`src/rtl/jesd204b_pkg.sv`:
```
// JESD204B transport-layer width helpers shared by the TPL and its bench.
package jesd204b_pkg;

   // Converter count padded up to a whole number of converters per lane.
   function automatic int calc_mp(input int m, input int l);
      if (l < 1) begin
         return m;
      end
      if (m % l != 0) begin
         return m + (l - m % l);
      end
      return m;
   endfunction

   // Bits carried by one lane per frame.
   function automatic int calc_lane_width(input int s, input int np, input int m, input int l);
      if (l < 1) begin
         return s * np * m;
      end
      return s * np * calc_mp(m, l) / l;
   endfunction

   // Total frame width across all lanes.
   function automatic int calc_out_width(input int s, input int np, input int m, input int l);
      return s * np * calc_mp(m, l);
   endfunction

endpackage

```
`src/rtl/jesd204b_tpl_sample_pack.sv`:
```
// Packs one converter sample into a transmitted word: {sample, control, tail}, MSB first.
module jesd204b_tpl_sample_pack #(
   parameter int RESOLUTION  = 11,
   parameter int CONTROL     = 2,
   parameter int SAMPLE_SIZE = 16
) (
   input  logic [RESOLUTION-1:0]  sample,
   output logic [SAMPLE_SIZE-1:0] word
);

   localparam int CTRL_LSB = SAMPLE_SIZE - RESOLUTION - CONTROL;

   // Sample in the top bits; control and tail bits are tied low.
   always_comb begin
      word = '0;
      word[SAMPLE_SIZE-1 -: RESOLUTION] = sample;
      // There is no control input, so the control field is always zero.
      for (int i = 0; i < CONTROL; i++) begin
         word[CTRL_LSB + i] = 1'b0;
      end
   end

endmodule

```
`src/rtl/jesd204b_tpl.sv`:
```
// JESD204B transmit transport layer: maps converter samples onto lanes, one registered frame
// per cycle.
module jesd204b_tpl
   import jesd204b_pkg::*;
#(
   parameter int LANES       = 4,
   parameter int CONVERTERS  = 8,
   parameter int RESOLUTION  = 11,
   parameter int CONTROL     = 2,
   parameter int SAMPLE_SIZE = 16,
   parameter int SAMPLES     = 1
) (
   input  logic                                                    clk,
   input  logic                                                    rst,
   input  logic [SAMPLES*CONVERTERS*RESOLUTION-1:0]                tx_datain,
   output logic [calc_out_width(SAMPLES, SAMPLE_SIZE, CONVERTERS, LANES)-1:0] tx_dataout
);

   localparam int MP    = calc_mp(CONVERTERS, LANES);
   localparam int OUT_W = calc_out_width(SAMPLES, SAMPLE_SIZE, CONVERTERS, LANES);

   if (RESOLUTION + CONTROL > SAMPLE_SIZE || LANES < 1 || CONVERTERS < 1 || SAMPLES < 1
       || CONTROL < 0) begin : g_bad_params
      $error("jesd204b_tpl: illegal parameter set");
   end

   logic [OUT_W-1:0] frame;

   // Word (c*S+s) lands at bit (c*S+s)*N'; lane l is then a contiguous slice of converters.
   for (genvar c = 0; c < MP; c++) begin : g_conv
      for (genvar s = 0; s < SAMPLES; s++) begin : g_smp
         logic [RESOLUTION-1:0] sample;

         if (c < CONVERTERS) begin : g_real
            assign sample = tx_datain[(c*SAMPLES+s)*RESOLUTION +: RESOLUTION];
         end else begin : g_dummy
            // Padding converters carry all-zero words.
            assign sample = '0;
         end

         jesd204b_tpl_sample_pack #(
            .RESOLUTION  (RESOLUTION),
            .CONTROL     (CONTROL),
            .SAMPLE_SIZE (SAMPLE_SIZE)
         ) u_pack (
            .sample (sample),
            .word   (frame[(c*SAMPLES+s)*SAMPLE_SIZE +: SAMPLE_SIZE])
         );
      end
   end

   // Output register: the only state in the block, cleared asynchronously.
   always_ff @(posedge clk or posedge rst) begin
      if (rst) begin
         tx_dataout <= '0;
      end else begin
         tx_dataout <= frame;
      end
   end

endmodule

```
`config.mk`:
```
export PLATFORM = sky130hd
export DESIGN_NAME = jesd204b_tpl
export DESIGN_NICKNAME = d
export VERILOG_FILES = /design/src/rtl/jesd204b_pkg.sv /design/src/rtl/jesd204b_tpl_sample_pack.sv /design/src/rtl/jesd204b_tpl.sv
export SDC_FILE = /design/constraint.sdc
export NUM_CORES = 1
export LEC_CHECK = 0
export CORE_MARGIN = 2
export CORE_UTILIZATION = 25
export CTS_CLUSTER_SIZE = 24
export DETAILED_ROUTE_END_ITERATION = 16
export PLACE_DENSITY_LB_ADDON = 0.3
export SLEW_MARGIN = 0
export SYNTH_ARGS = -nofsm -noshare
export SYNTH_HDL_FRONTEND = slang
export SYNTH_SLANG_ARGS = --single-unit
```
`constraint.sdc`:
```
create_clock -name clk -period 7.2 [get_ports clk]
set_input_delay 1.08 -clock clk [delete_from_list [all_inputs] [get_ports clk]]
set_output_delay 1.08 -clock clk [all_outputs]
set_load 0.02 [all_outputs]
```
==> results by group <==
Yosys
  – Mapped Area: 2510 µm²
  – Largest family of logic cells by synthesized area: buffers and inverters
  – Mux contribution to synthesized area: 0%
  – Post-synthesis sequential area ratio: 87.74%
  – Compound-gate portion of the synthesized area: 0%
  – Post-Synth Adder-Cell Area: 0%
  – Post-Syn Area per Cell: roughly 19 µm²
  – Synth warn: 0
  – Simple-gate share of the synthesized area: 0%
  – Cells after synthesis: 130
  – Post-Synth XOR/XNOR Area: 0%
  – Netlist cell types: 4
  – Flops & latches, synth: 88

Floorplan
  – CORE AREA: 9774 µm²
  – Row count: 36
  – Die W: 104.2 µm
  – Initial Util: about a quarter
  – IO Count: 218
  – Die ar.: 10860 µm²
  – DIE HEIGHT: 104.2 µm

Worst setup path
  – Setup crit end kind: output port
  – CP startpoint: tx_dataout[124]$_DFF_PP0_
  – WP data required: 6120 ps
  – Worst EP arrival: about 1300 ps
  – Buf/Inv on CP: 1
  – CP startpoint kind: register
  – Setup crit end: tx_dataout[124]
  – Max stage delay on crit path: approximately 630 ps
  – Top Family by Delay on Critical Path: buffers and inverters
  – Highest-delay cell along the critical path: clkdlybuf4s50_1
  – Ordered cell list for the critical path: clkdlybuf4s50_1
  – WP depth: 1
  – Critical path type: register to output port
  – CP max FO: 1

GRT
  – Global Route Usage Sum: 11.86%
  – First-pass GRT wire length: 9.584 mm
  – Pin count of the biggest net entering global routing: between 80 and 90
  – Vias in the first global route: 1694
  – Antenna violations before repair: 0
  – Gr ovfl total: 0

Power and ir drop
  – Int Pwr: approximately 0.76 mW
  – Leakage: 1.953 nW
  – Switch Pwr: 0.2591 mW
  – Total power: 1.024 mW
  – Power Dens Cells: 227.5 nW/µm²
  – Combinational Power Share: 15.8%
  – Switching Fraction: between 20% and 30%
  – Max VDD drop: 0.1126 mV
  – Sequential share of power: 51.3%
  – Power share of the clock group: between 30 and 40%

Job
  – MaxCap Viol Count: 0

Route
  – Routed len/inst: 13.43 µm
  – WL final: between 6 and 7 mm
  – DRC violations left: 0
  – DR vias/cell: between 3 and 4
  – Iter 0 DRT Violations: 47
  – DRT antenna net count: 0
  – Vias post-DR: 1588
  – Pre-Repair DR Iteration Count: 4

Clock network
  – Clock input transition at the sequential cells of the worst setup and hold paths: 90 ps
  – H-tree depth: 3
  – CTS max path bufs: 2
  – Resized cells post-CTS: 0
  – Num CTS Buffers: 9
  – Post-CTS Hold Fix Bufs: 0
  – CTS tree: yes
  – CTS Root Cell: clkbuf_8
  – Post-CTS setup buffers: 0
  – CTS Sinks: between 80 and 90

Timing
  – Final Critical Period: 2398 ps
  – Worst-Margin Slew: 1065 ps
  – Worst slew margin: 29.03%
  – RSZ-0062 raised after global routing: false
  – Final setup TNS: 0 ps
  – Setup violations, final: 0
  – Hold Fails Final Rpt: 0
  – Fmax: 417.0 MHz
  – Final Max Tran Viols: 0
  – Final Cycle Share: 33.31%

Finish
  – Largest reg by FF count: tx_dataout
  – Largest register FFs: between 80 and 90
  – Largest regs: tx_dataout x88
  – Fillers: 880
  – Final Instance Area: 4499 µm²
  – P&R area growth vs syn: 79.26%
  – Layout cell share with drive strength beyond 1: 5.263%
  – Antenna Cells: 0
  – Net count reported at finish: 408

Placement
  – GP Congestion: 0.6991
  – IO Port Bufs: 177
  – Area after DPL: 4303 µm²
  – Detailed Place HPWL: ~4.6 mm

Run status
  – Status: completed

Min path
  – Worst hold path class: input port to register
-- cell usage in the layout, fill, tap and decap left out, drive strengths merged --
cell type,count
buf,1
clkinv,4
conb,40
inv,1
bufinv,1
clkdlybuf4s50,177
clkinvlp,1
dfrtp,88
clkbuf,10
-- kinds of logic (layout without fill, tap and decap cells) --
| logic type | after synthesis | in the layout |
|---|---|---|
| buffers and inverters | 41 | 195 |
| DFF | 88 | 88 |
| other | 1 | 40 |
-- cell type report --
type	count	area (µm²)	share of cell area [%]
multi-input combinational	40	150.1	3.337
clock buffer	10	127.6	2.836
clock inverter	6	68.82	1.529
inverter	1	5.005	0.1112
timing repair buffer	178	1779	39.54
sequential	88	2202	48.94
tap	133	166.4	3.699
-- per-layer routing --
metal  vias to the layer above  track usage (%)  part of all wire (%)
li1                        689                -                     -
met1                       767            12.09                    34
met2                       120            20.25                    54
met3                        12            4.574                   9.4
met4                         0            7.722                   2.8
met5                         -                0                     0
-- power by group through the flow --
stage	Combinational, mW	Clock, mW	Sequential [mW]
after floorplan	0.0419	0	0.569
after global placement	0.162	0	0.534
after detailed placement	0.164	0	0.535
after CTS	0.164	0.355	0.525
after global routing	0.171	0.378	0.528
final	0.162	0.337	0.525
-- through the flow --
stage | setup slack, ps | std cells | util, % | hold WS (ps)
after floorplan | 3841 | 169 | - | 1111
after global placement | 4689 | 440 | 44.02 | 1524
after detailed placement | 4657 | 440 | 44.02 | 1528
after CTS | 4755 | 456 | 46.03 | 1126
after global routing | 4738 | 456 | 46.03 | 1122
final | 4802 | 456 | 46.03 | 1153
-- how the worst min path moves through the flow --
stage	start	end	slack, ps	cells past startpoint
3_5_place_dp	tx_datain[65]	tx_dataout[95]$_DFF_PP0_	1530	1
4_1_cts	tx_datain[23]	tx_dataout[38]$_DFF_PP0_	1130	1
6_report	tx_datain[67]	tx_dataout[102]$_DFF_PP0_	1150	1
5_1_grt	tx_datain[67]	tx_dataout[102]$_DFF_PP0_	1120	1
2_1_floorplan	tx_datain[66]	tx_dataout[101]$_DFF_PP0_	1110	0
3_3_place_gp	tx_datain[67]	tx_dataout[102]$_DFF_PP0_	1520	1
-- synth_stat cells --
master / n / area share, %
inv_1: 1 / 0.15
dfrtp_1: 88 / 88
conb_1: 1 / 0.15
buf_4: 40 / 12
(Power assumes the default switching activity.)
